<file path="src/rtl/vga_pkg.sv">
// Shared VGA pixel-path types and constants: active-area defaults, colour struct,
// FSM and direction enums.
package vga_pkg;

  localparam int H_ACTIVE_DEF = 640;
  localparam int V_ACTIVE_DEF = 480;

  typedef struct packed {
    logic [7:0] r;
    logic [7:0] g;
    logic [7:0] b;
  } rgb_t;

  localparam rgb_t COL_WHITE   = 24'hFFFFFF;
  localparam rgb_t COL_BLACK   = 24'h000000;
  localparam rgb_t COL_BOX_DEF = 24'h960000;

  typedef enum logic [1:0] {
    WAIT_FRAME,
    STEP_X,
    STEP_Y
  } state_t;

  typedef enum logic {
    DIR_POS,
    DIR_NEG
  } dir_t;

endpackage

</file>
<file path="src/rtl/box_pixel_source_if.sv">
// Video bus between the sync generator / VGA controller and the pixel source:
// counters and visible flag in, registered colour and frame pulse out.
interface box_pixel_source_if;
  logic [9:0] cnt_h;
  logic [9:0] cnt_v;
  logic       blank;
  logic [7:0] r;
  logic [7:0] g;
  logic [7:0] b;
  logic       frame_tick;

  modport master (output cnt_h, cnt_v, blank, input r, g, b, frame_tick);
  modport slave  (input cnt_h, cnt_v, blank, output r, g, b, frame_tick);
endinterface

</file>
<file path="src/rtl/box_axis_step.sv">
// One axis of box motion: advance pos by spd in dir, clamping at 0 / limit and
// bouncing (flipping dir) when an edge is reached.
module box_axis_step
  import vga_pkg::*;
(
  input  logic [9:0] pos,
  input  dir_t       dir,
  input  logic [2:0] spd,
  input  logic [9:0] limit,
  output logic [9:0] pos_next,
  output dir_t       dir_next
);

  logic [10:0] sum;

  // 11-bit sum so a position near the far edge cannot wrap past zero
  assign sum = {1'b0, pos} + {8'b0, spd};

  always_comb begin
    pos_next = pos;
    dir_next = dir;
    if (spd != 3'd0) begin
      if (dir == DIR_POS) begin
        if (sum >= {1'b0, limit}) begin
          pos_next = limit;
          dir_next = DIR_NEG;
        end else begin
          pos_next = sum[9:0];
        end
      end else begin
        if ({1'b0, pos} <= {8'b0, spd}) begin
          pos_next = 10'd0;
          dir_next = DIR_POS;
        end else begin
          pos_next = pos - {7'b0, spd};
        end
      end
    end
  end

endmodule

</file>
<file path="src/rtl/box_pixel_source.sv">
// Bouncing-box pixel source: background with a one-pixel black border and a moving
// square, double-buffered colours committed once per frame, one-clock output latency.
module box_pixel_source
  import vga_pkg::*;
#(
  parameter int H_ACTIVE = H_ACTIVE_DEF,
  parameter int V_ACTIVE = V_ACTIVE_DEF,
  parameter int BOX      = 32
) (
  input  logic                     clk,
  input  logic                     reset,
  box_pixel_source_if.slave        vid,
  input  logic                     enable,
  input  logic [2:0]               speed,
  input  logic                     col_we,
  input  logic                     col_sel,
  input  logic [23:0]              col_data
);

  localparam logic [9:0] X_LIMIT = 10'(H_ACTIVE - BOX);
  localparam logic [9:0] Y_LIMIT = 10'(V_ACTIVE - BOX);
  localparam logic [9:0] X_INIT  = 10'((H_ACTIVE - BOX) / 2);
  localparam logic [9:0] Y_INIT  = 10'((V_ACTIVE - BOX) / 2);

  state_t     state_reg, state_next;
  logic [9:0] box_x_reg, box_y_reg;
  dir_t       dir_x_reg, dir_y_reg;
  logic [2:0] spd_q_reg;
  rgb_t       bg_act_reg, bg_shd_reg, box_act_reg, box_shd_reg;
  rgb_t       pix_reg, pix_next;
  logic       frame_tick_reg;

  logic [9:0] x_pos_next, y_pos_next;
  dir_t       x_dir_next, y_dir_next;
  logic       tick_cond, in_box, on_border;

  assign tick_cond = (vid.cnt_h == 10'(H_ACTIVE)) && (vid.cnt_v == 10'(V_ACTIVE));

  box_axis_step u_step_x (
    .pos(box_x_reg), .dir(dir_x_reg), .spd(spd_q_reg), .limit(X_LIMIT),
    .pos_next(x_pos_next), .dir_next(x_dir_next)
  );

  box_axis_step u_step_y (
    .pos(box_y_reg), .dir(dir_y_reg), .spd(spd_q_reg), .limit(Y_LIMIT),
    .pos_next(y_pos_next), .dir_next(y_dir_next)
  );

  always_comb begin
    state_next = state_reg;
    case (state_reg)
      WAIT_FRAME: if (tick_cond && enable) state_next = STEP_X;
      STEP_X:     state_next = STEP_Y;
      STEP_Y:     state_next = WAIT_FRAME;
      default:    state_next = WAIT_FRAME;
    endcase
  end

  always_comb begin
    in_box = ({1'b0, vid.cnt_h} >= {1'b0, box_x_reg}) &&
             ({1'b0, vid.cnt_h} <  ({1'b0, box_x_reg} + 11'(BOX))) &&
             ({1'b0, vid.cnt_v} >= {1'b0, box_y_reg}) &&
             ({1'b0, vid.cnt_v} <  ({1'b0, box_y_reg} + 11'(BOX)));
    on_border = (vid.cnt_h == 10'd0) || (vid.cnt_h == 10'(H_ACTIVE - 1)) ||
                (vid.cnt_v == 10'd0) || (vid.cnt_v == 10'(V_ACTIVE - 1));
    pix_next = bg_act_reg;
    if (!vid.blank)     pix_next = COL_BLACK;
    else if (in_box)    pix_next = box_act_reg;
    else if (on_border) pix_next = COL_BLACK;
  end

  always_ff @(posedge clk or negedge reset) begin
    if (!reset) begin
      state_reg      <= WAIT_FRAME;
      box_x_reg      <= X_INIT;
      box_y_reg      <= Y_INIT;
      dir_x_reg      <= DIR_POS;
      dir_y_reg      <= DIR_POS;
      spd_q_reg      <= 3'd0;
      bg_act_reg     <= COL_WHITE;
      bg_shd_reg     <= COL_WHITE;
      box_act_reg    <= COL_BOX_DEF;
      box_shd_reg    <= COL_BOX_DEF;
      pix_reg        <= COL_BLACK;
      frame_tick_reg <= 1'b0;
    end else begin
      state_reg      <= state_next;
      pix_reg        <= pix_next;
      frame_tick_reg <= tick_cond;
      if (col_we && !col_sel) bg_shd_reg  <= col_data;
      if (col_we && col_sel)  box_shd_reg <= col_data;
      // A write landing on the tick bypasses the shadow so it is not a frame late
      if (tick_cond) begin
        spd_q_reg   <= speed;
        bg_act_reg  <= (col_we && !col_sel) ? rgb_t'(col_data) : bg_shd_reg;
        box_act_reg <= (col_we && col_sel)  ? rgb_t'(col_data) : box_shd_reg;
      end
      if (state_reg == STEP_X) begin
        box_x_reg <= x_pos_next;
        dir_x_reg <= x_dir_next;
      end
      if (state_reg == STEP_Y) begin
        box_y_reg <= y_pos_next;
        dir_y_reg <= y_dir_next;
      end
    end
  end

  assign vid.r          = pix_reg.r;
  assign vid.g          = pix_reg.g;
  assign vid.b          = pix_reg.b;
  assign vid.frame_tick = frame_tick_reg;

endmodule

</file>
<file path="src/flat_wrapper.sv">
// flat-port wrapper written by rule: the top's interface ports become plain ports
module box_pixel_source_flat import vga_pkg::*;
#(
  parameter int H_ACTIVE = H_ACTIVE_DEF,
  parameter int V_ACTIVE = V_ACTIVE_DEF,
  parameter int BOX      = 32
)
  (clk, reset, enable, speed, col_we, col_sel, col_data, vid_cnt_h, vid_cnt_v, vid_blank, vid_r, vid_g, vid_b, vid_frame_tick);
  box_pixel_source_if vid_i ();
  input  logic clk;
  input  logic reset;
  input  logic enable;
  input  logic [2:0] speed;
  input  logic col_we;
  input  logic col_sel;
  input  logic [23:0] col_data;
  input wire logic [$bits(vid_i.cnt_h)-1:0] vid_cnt_h;
  input wire logic [$bits(vid_i.cnt_v)-1:0] vid_cnt_v;
  input wire logic [$bits(vid_i.blank)-1:0] vid_blank;
  output wire logic [$bits(vid_i.r)-1:0] vid_r;
  output wire logic [$bits(vid_i.g)-1:0] vid_g;
  output wire logic [$bits(vid_i.b)-1:0] vid_b;
  output wire logic [$bits(vid_i.frame_tick)-1:0] vid_frame_tick;
  assign vid_i.cnt_h = vid_cnt_h;
  assign vid_i.cnt_v = vid_cnt_v;
  assign vid_i.blank = vid_blank;
  assign vid_r = vid_i.r;
  assign vid_g = vid_i.g;
  assign vid_b = vid_i.b;
  assign vid_frame_tick = vid_i.frame_tick;
  box_pixel_source #(.H_ACTIVE(H_ACTIVE), .V_ACTIVE(V_ACTIVE), .BOX(BOX)) u_core (.clk(clk), .reset(reset), .vid(vid_i), .enable(enable), .speed(speed), .col_we(col_we), .col_sel(col_sel), .col_data(col_data));
endmodule
</file>
<file path="config.mk">
export PLATFORM = sky130hd
export DESIGN_NAME = box_pixel_source_flat
export DESIGN_NICKNAME = d
export VERILOG_FILES = /design/src/rtl/vga_pkg.sv /design/src/rtl/box_pixel_source_if.sv /design/src/rtl/box_axis_step.sv /design/src/rtl/box_pixel_source.sv /design/src/flat_wrapper.sv
export SDC_FILE = /design/constraint.sdc
export NUM_CORES = 1
export LEC_CHECK = 0
export ABC_AREA = 1
export CORE_MARGIN = 5
export CORE_UTILIZATION = 53
export DETAILED_ROUTE_END_ITERATION = 8
export MAX_ROUTING_LAYER = met4
export PLACE_DENSITY = 0.77
export SLEW_MARGIN = 5
export SYNTH_ARGS = -nofsm -noshare
export SYNTH_HDL_FRONTEND = slang
export SYNTH_SLANG_ARGS = --single-unit
</file>
<file path="constraint.sdc">
create_clock -name clk -period 2.5 [get_ports clk]
set_input_delay 0.25 -clock clk [delete_from_list [all_inputs] [get_ports clk]]
set_output_delay 0.25 -clock clk [all_outputs]
set_load 0.1 [all_outputs]
</file>
After elaboration in Yosys (flattened, before gate mapping)
Index checks and enable logic that the tools add are counted.
W data, S select, Z words.
- register bits after elaboration: 148
- input bits: 53
- logic and storage cells: 79
- $add $sub $neg: 6
- magnitude comparators: 8
- eq/ne operators: 7
- muxes and demuxes: 19
- reductions and logical operators: 17
- operators by type and width (cell ; count):
    $mux W24 ; 5
    $mux W10 ; 6
    $add A10 B3 Y11 ; 2
    $add A10 B6 Y11 const B ; 2
    $lt A10 B11 Y1 ; 2
    $eq A10 B10 Y1 const B ; 2
    $eq A10 B9 Y1 const B ; 2
    $ge A10 B10 Y1 ; 2
    $le A10 B3 Y1 ; 2
    $logic_not A10 Y1 ; 2
    $sub A10 B3 Y10 ; 2
    $ge A11 B10 Y1 const B ; 1
    $ge A11 B9 Y1 const B ; 1
    $logic_and A1 B1 Y1 ; 7
    $mux W1 ; 6
    $pmux W2 S2 ; 1
    $reduce_and A2 Y1 ; 2
    $logic_or A1 B1 Y1 ; 3
    $reduce_bool A3 Y1 ; 1
    $eq A2 B1 Y1 const B ; 1
    $eq A2 B2 Y1 const B ; 1
    $logic_not A2 Y1 ; 1
    $mux W2 ; 1
    $ne A2 B1 Y1 const B ; 1
    $logic_not A1 Y1 ; 1

Depth between registers and ports, before layout
Gate-level depths: netlist of the first run.
- depth in word-level cells: 7
- mapped depth: 17
- gate-level depth less buffers: 17

Modules after synthesis
Synthesis of the first run repeated with hierarchy kept, for this count alone.
- cells, all modules: 1358
- area total of the unflattened synthesis: 10038.4 um^2
- modules (own cells, without submodules) (module ; times used ; cells an instance ; area an instance (um^2)):
    box_pixel_source ; 1 ; 863 ; 7264.5
    box_axis_step at u_core.u_step_y ; 1 ; 238 ; 1387.6
    box_axis_step at u_core.u_step_x ; 1 ; 257 ; 1386.3

Worst setup path before layout of the first run
No wires, ideal clock.
- path kind: register to register
- start: reg u_core.box_y_reg[5]
- end: reg u_core.pix_reg (netlist bit u_core.vid.b[0])
- arrival time: 2.443 ns
- slack: -0.060 ns
- stages on the path, launching flop included: 17
- buffers on the path: 2
- period minus slack after synthesis: 2.560 ns
- cell sequence: dfstp_2 -> clkbuf_1 -> inv_1 -> ha_1 -> inv_1 -> ha_1 -> inv_1 -> or2_2 -> o21ai_0 -> nand2_1 -> nand2_2 -> nor2_4 -> inv_2 -> nor2_4 -> buf_6 -> nor2_1 -> nor2_1
- RTL lines (element ; RTL line ; RTL):
    start, declared ; box_pixel_source.sv:26 ; logic [9:0] box_x_reg, box_y_reg;
    start signal, assigned ; box_pixel_source.sv:103 ; box_y_reg <= y_pos_next;
    end signal, assigned ; box_pixel_source.sv:88 ; pix_reg <= pix_next;
    end, declared ; box_pixel_source.sv:30 ; rgb_t pix_reg, pix_next;

==> qor.yml, run 1 <==
synth.avg_cell_area_um2: 7.55
yosysUniqueCellTypes: 36
violations: "setup timing"
areaGrowthSynthToFinish_pct: 24.1
ir_worst_vdd_mv: 0.517
clk_latency_ps: 430
final-hold-violation-count: 0
design_power_total_mw: 5.84
drv_slew: 0
critical_path_class: "reg2reg"
regToRegEndpoint: "u_core.vid.g[0]$_DFF_PN0_"
yosys_warnings: 0
slew_headroom_pct: 51.7
grt_start_max_net_pins: 97
wl_per_cell_um: 14.6
start_kind: "flip-flop"
drive_gt1_share_pct: 17.2
setup_viol_count_final: 20
fin_crit_ps: 2590
cp.required_ps: 2850
worst_path_max_delay_cell: "dfstp_2"
port_buffers: 77
coreArea_um2: 16000
synth_top_area_share_pct: 24.7
antenna_left: 0
crit_arrival_ps: 2940
routed_wl_um: 21900
netlist_instances: 1154
cp_max_fo: 5
die_h_um: 138
vias: 7657
hp-class: "in2async"
yosys_register_bits: 148
grt_overflow: 0
die_x_um: 138
final_nets: 1376
cp_num_buf_inv: 2
clockBufferDepth: 2
start_util_pct: 54.5
antenna_found_initial: 0
rows: 46
power_density_nw_per_um2: 540
cts_tree: "yes"
clock-skew-final_ps: 11.0
grt_use_total_pct: 23.4
clk_pin_slew_worst_paths_ps: 60
crit_path_cell_trace: "ha_4 -> nand2_4 -> nor2_4 -> xor2_1 -> ha_1 -> inv_2 -> nor2_1 -> o21bai_1 -> nand2_1 -> nor2_2 -> nand3_2 -> nor2_4 -> clkbuf_16 -> nor2_1 -> nor2_1"
path_common_cell: "nor2_1"
synth.area.top_cells: "dfrtp_1 25%, dfstp_2 19%, nand2_1 12%"
yosysSeqAreaShare_pct: 43.4
place_hpwl_um: 15100
cpLargestDelayFamily: "simple AND/OR/NAND/NOR gates"
fin_crit_sh_pct: 104
syn-num-nets: 1257
clockRootBuffer: "clkbuf_16"
crit_path_end_kind: "flip-flop"
multiInputGateArea_um2: 4080
cts_buffers: 17
n_fill_cell: 1332
r2r_cells: 15
yosys.area.top_type: "dfrtp_1"
crit_cells: 15
synth_common_cells: "270 x nand2_1, 202 x inv_1, 145 x nor2_1"
synthArstFlopShare_pct: 100
cpPeakStageDelay_ps: 560
avgViaCountPerCell: 5.10
max_freq_ghz: 0.386
leakage_nw: 5.46
synth.most_common_cell: "nand2_1"
rsz0062_at_grt: "true"
timing.reg2reg.setup_slack_ps: -90
drc: 0
netlist_area_um2: 8710
synth_top_flop_cell: "dfrtp_1"
seqCellArea_um2: 3780
worst_slack_ps: -91.9
status: "finished, violations left"
clkSinkCount: 148
worstMarginPinSlew_ps: 722
rr_startpoint: "u_core.box_x_reg[5]$_DFFE_PN1P_"
finalWeightedCongestion: 0.930
grt_pass1_vias: 7447
final.setup.tns_ps: -980
io_pins: 78
grt_pass1_wl_um: 35900
synth_edf_count: 0
drt-initial-drc-count: 534
max_cap_viol_count: 0
antenna_cells: 0
h-tree-depth: 4
drtPass1Iterations: 8
die-area_um2: 19100
where the power goes:
part / internal, mW / switching, mW
clock network: 1.55 / 1.03
registers: 2.54 / 0.0301
logic: 0.282 / 0.403
placed cells by master (no fill, tap or decap), types with 2 or more instances in the layout:
cell,synthesis,routed
ha_1,46,43
inv_6,0,2
nand3_1,44,39
clkinv_4,0,2
o21a_1,49,49
nor3b_1,3,3
nand2_1,270,265
dfstp_2,62,62
dfrtp_1,86,85
o21bai_1,3,3
buf_12,0,6
clkbuf_8,0,3
clkdlybuf4s50_1,0,51
nand4_1,31,31
or2_2,2,2
fa_1,4,4
nor2_2,1,6
bufinv_16,0,2
clkinvlp_4,0,2
clkinv_2,0,3
nor3_1,13,13
nand3_2,1,5
nor2_4,2,4
clkinv_1,2,2
xor2_1,17,17
nand3b_1,3,3
o21ai_1,2,2
buf_4,0,79
ha_4,0,2
clkbuf_16,0,19
inv_1,202,198
o21ai_0,70,69
inv_2,3,7
nand2_2,3,7
nor2_1,145,138
a21oi_1,42,41
o211ai_1,2,2
buf_6,2,2
layout make-up:
class | count | area share, %
multi-input cells | 758 | 37.7
flip-flops and latches | 148 | 35.0
clock buffers | 21 | 4.35
clock inverters | 11 | 1.16
well taps | 216 | 2.50
inverters | 207 | 7.19
repair buffers | 141 | 12.1
metrics by stage:
| step | setup slack [ps] | util, % | cell area (um^2) | std cells | hold WS, ps |
|---|---|---|---|---|---|
| 3_5_place_dp | -42.4 | 62.4 | 9980 | 1458 | 269 |
| 2_1_floorplan | 53.3 | - | 8710 | 1154 | -45.6 |
| 6_report | -91.9 | 67.6 | 10800 | 1502 | 373 |
| 5_1_grt | -230 | 67.6 | 10800 | 1502 | 384 |
| 4_1_cts | -27.3 | 66.4 | 10600 | 1495 | 364 |
| 3_3_place_gp | -1.12 | 62.4 | 9980 | 1458 | 265 |
what timing repair did:
action                     in CTS  in global routing
hold buffers                    1                  0
buffers inserted                4                  4
gates cloned                    0                  3
pin swaps                       2                 29
setup endpoints to repair      24                 37
hold endpoints to repair       35                  0
resized for setup               3                 29
worst max-delay path by stage:
stage / from / to
after detailed placement: u_core.box_x_reg[5]$_DFFE_PN1P_ / u_core.vid.r[1]$_DFF_PN0_
after CTS: u_core.box_y_reg[5]$_DFFE_PN1P_ / u_core.vid.r[1]$_DFF_PN0_
after floorplan: u_core.box_y_reg[5]$_DFFE_PN1P_ / u_core.vid.b[0]$_DFF_PN0_
after global placement: u_core.box_y_reg[5]$_DFFE_PN1P_ / u_core.vid.r[1]$_DFF_PN0_
final: u_core.box_x_reg[5]$_DFFE_PN1P_ / u_core.vid.g[0]$_DFF_PN0_
after global routing: u_core.box_x_reg[5]$_DFFE_PN1P_ / u_core.vid.g[0]$_DFF_PN0_
routing by layer:
| metal | GRT usage (%) | wire length, um | vias up |
|---|---|---|---|
| met5 | - | 0 | - |
| met3 | 4.10 | 955 | 30 |
| met1 | 30.7 | 10100 | 3601 |
| li1 | - | - | 3844 |
| met2 | 37.5 | 10600 | 182 |
| met4 | 6.76 | 350 | 0 |
logic make-up after synthesis:
| kind of cell | synth area share, % |
|---|---|
| AND/OR/NAND/NOR | 24.8 |
| buffers and inverters | 11.1 |
| AO/OA/AOI/OAI | 11.4 |
| flip-flops | 43.4 |
| adder cells (fa/ha/maj) | 7.52 |
| XOR/XNOR | 1.81 |
Note: power is estimated with default switching activity, not from simulation.
==> run 2: changes to the inputs <==
==> constraint.sdc (replaced) <==
create_clock -name clk -period 2.5 [get_ports clk]
set_input_delay 0.5 -clock clk [delete_from_list [all_inputs] [get_ports clk]]
set_output_delay 0.5 -clock clk [all_outputs]
set_load 0.1 [all_outputs]
==> qor.yml, run 2 (synthesized netlist as in run 1, its figures left out) <==
grt_overflow: 0  # unchanged
cp.required_ps: 2810  # -40 ps
clockRootBuffer: "clkbuf_16"
antenna_found_initial: 0  # unchanged
fin_cells: 1501  # -0.067%
crit_arrival_ps: 2840  # -100 ps
final_util_pct: 67.5  # -0.078 points
grt_pass1_wl_um: 36000  # +0.25%
grt_pass1_vias: 7580  # +1.8%
critical_path_class: "reg2reg"
coreArea_um2: 16000  # unchanged
rsz0062_at_grt: "true"
io_pins: 78  # unchanged
violations: "setup timing"
start_util_pct: 54.5  # unchanged
start_kind: "flip-flop"
areaGrowthSynthToFinish_pct: 24.0
final-hold-violation-count: 0  # unchanged
cts_buffers: 17  # unchanged
clk_latency_ps: 420  # about the same
drt-initial-drc-count: 526  # -1.5%
die-area_um2: 19100  # unchanged
drtPass1Iterations: 5  # -3
antenna_cells: 0  # unchanged
fin_crit_ps: 2530  # -64.2 ps
hold_slack_ps: 5.45  # -368 ps
drc: 0  # unchanged
design_area_um2: 10800  # -0.12%
setup_viol_count_final: 3  # -85%
routed_wl_um: 21700  # -1.2%
dpl_worst_slack_ps: -168  # -126 ps
clock-skew-final_ps: 7.92  # -3.13 ps
dp.cells: 1464  # +0.41%
cts_tree: "yes"
max_freq_ghz: 0.396  # +2.5%
final_nets: 1375  # -0.073%
avgViaCountPerCell: 5.10  # about the same
drv_slew: 0  # unchanged
leakage_nw: 5.44  # -0.46%
power_density_nw_per_um2: 532  # -1.5%
worstMarginPinSlew_ps: 486  # -236 ps
place_hpwl_um: 15200  # +0.35%
fin_crit_sh_pct: 101  # -2.6 points
final_cell_mix: "263 x nand2_1, 196 x inv_1, 136 x nor2_1"
rows: 46  # unchanged
finalWeightedCongestion: 0.970  # +4.3%
clk_pin_slew_worst_paths_ps: 60  # about the same
wl_per_cell_um: 14.4  # -1.1%
drive_gt1_share_pct: 17.7  # +0.56 points
cts_hold_buf: 0  # -1
grt_use_total_pct: 23.4  # +0.038 points
h-tree-depth: 4  # unchanged
slew_headroom_pct: 67.6  # +16 points
ir_worst_vdd_mv: 0.562  # +8.8%
clockBufferDepth: 2  # unchanged
die_h_um: 138  # unchanged
dpl_cell_area_um2: 10000  # +0.45%
vias: 7657  # unchanged
port_buffers: 77  # unchanged
n_fill_cell: 1334  # +0.15%
cp_max_fo: 20  # +15
final_common_cell: "nand2_1"
die_x_um: 138  # unchanged
status: "finished, violations left"
clkSinkCount: 148  # unchanged
worst_slack_ps: -27.6  # +64.2 ps
max_cap_viol_count: 0  # unchanged
grt_start_max_net_pins: 97  # unchanged
antenna_left: 0  # unchanged
hp-class: "in2async"
crit_path_end_kind: "flip-flop"
==> run 2: cell count changes in the layout (fill, tap and decap cells not counted), sizes merged <==
cell,change
buf,+2
bufinv,-1
clkbuf,-2
clkinv,+3
clkinvlp,-1
dlygate4sd3,-1
inv,-1
==> run 2: area by class of cell <==
class	instances	area [um^2]	share of cell area, %
multi-input combinational	758	4100	38.0
sequential	148	3780	35.0
timing repair buffer	140	1280	11.9
inverter	207	779	7.22
clock buffer	21	480	4.45
tap	216	270	2.50
clock inverter	11	101	0.938
==> run 2: timing repair <==
item,4_1_cts,5_1_grt
resized for setup,16,31
pin swaps,1,1
setup buffers,3,2
setup endpoints to repair,24,37
cloned,0,0
==> run 2: worst paths after layout <==
check	from	end	slack (ps)	cells past startpoint
max reg2reg	u_core.box_y_reg[6]$_DFFE_PN1P_	u_core.vid.r[3]$_DFF_PN0_	-30	15
min in group clk	u_core.state_reg[0]$_DFFE_PN0P_	u_core.state_reg[0]$_DFFE_PN0P_	450	1
max in group asynchronous	reset	u_core.bg_act_reg[18]$_DFFE_PN1P_	1740	2
min	reset	u_core.box_x_reg[0]$_DFFE_PN0P_	5	1
max	u_core.box_y_reg[6]$_DFFE_PN1P_	u_core.vid.r[3]$_DFF_PN0_	-30	15
min reg2reg	u_core.state_reg[0]$_DFFE_PN0P_	u_core.state_reg[0]$_DFFE_PN0P_	450	1
==> run 2: worst max-delay path: stages, from the launching register on <==
cell and delay [ps]:
dfstp_2 580, inv_1 70, ha_1 280, inv_1 50, ha_1 300, inv_1 60, or2_2 260, o21ai_1 140
nand2_1 80, nand2_2 80, nor2_4 60, inv_2 70, nor2_4 40, buf_12 150, nor2_1 120, nor2_1 60
==> run 2: routing by layer <==
| metal | up-vias | share of wire, % | track usage, % |
|---|---|---|---|
| met5 | - | 0 | - |
| met4 | 0 | 2.1 | 6.86 |
| met3 | 43 | 5.1 | 4.28 |
| met2 | 204 | 48 | 38.1 |
| met1 | 3573 | 44 | 30.1 |
| li1 | 3837 | - | - |
==> run 2: power by group <==
group / switching, mW / internal [mW] / total (mW)
Clock: 1.02 / 1.48 / 2.49
Combinational: 0.400 / 0.279 / 0.679
Sequential: 0.0280 / 2.54 / 2.57
==> run 2: through the flow <==
stage	TNS [ps]	power, mW
after CTS	-12.2	5.79
final	-52.9	5.74
after floorplan	0	2.98
after detailed placement	-2850	3.27
after global placement	-1720	3.25
after global routing	-2310	5.98
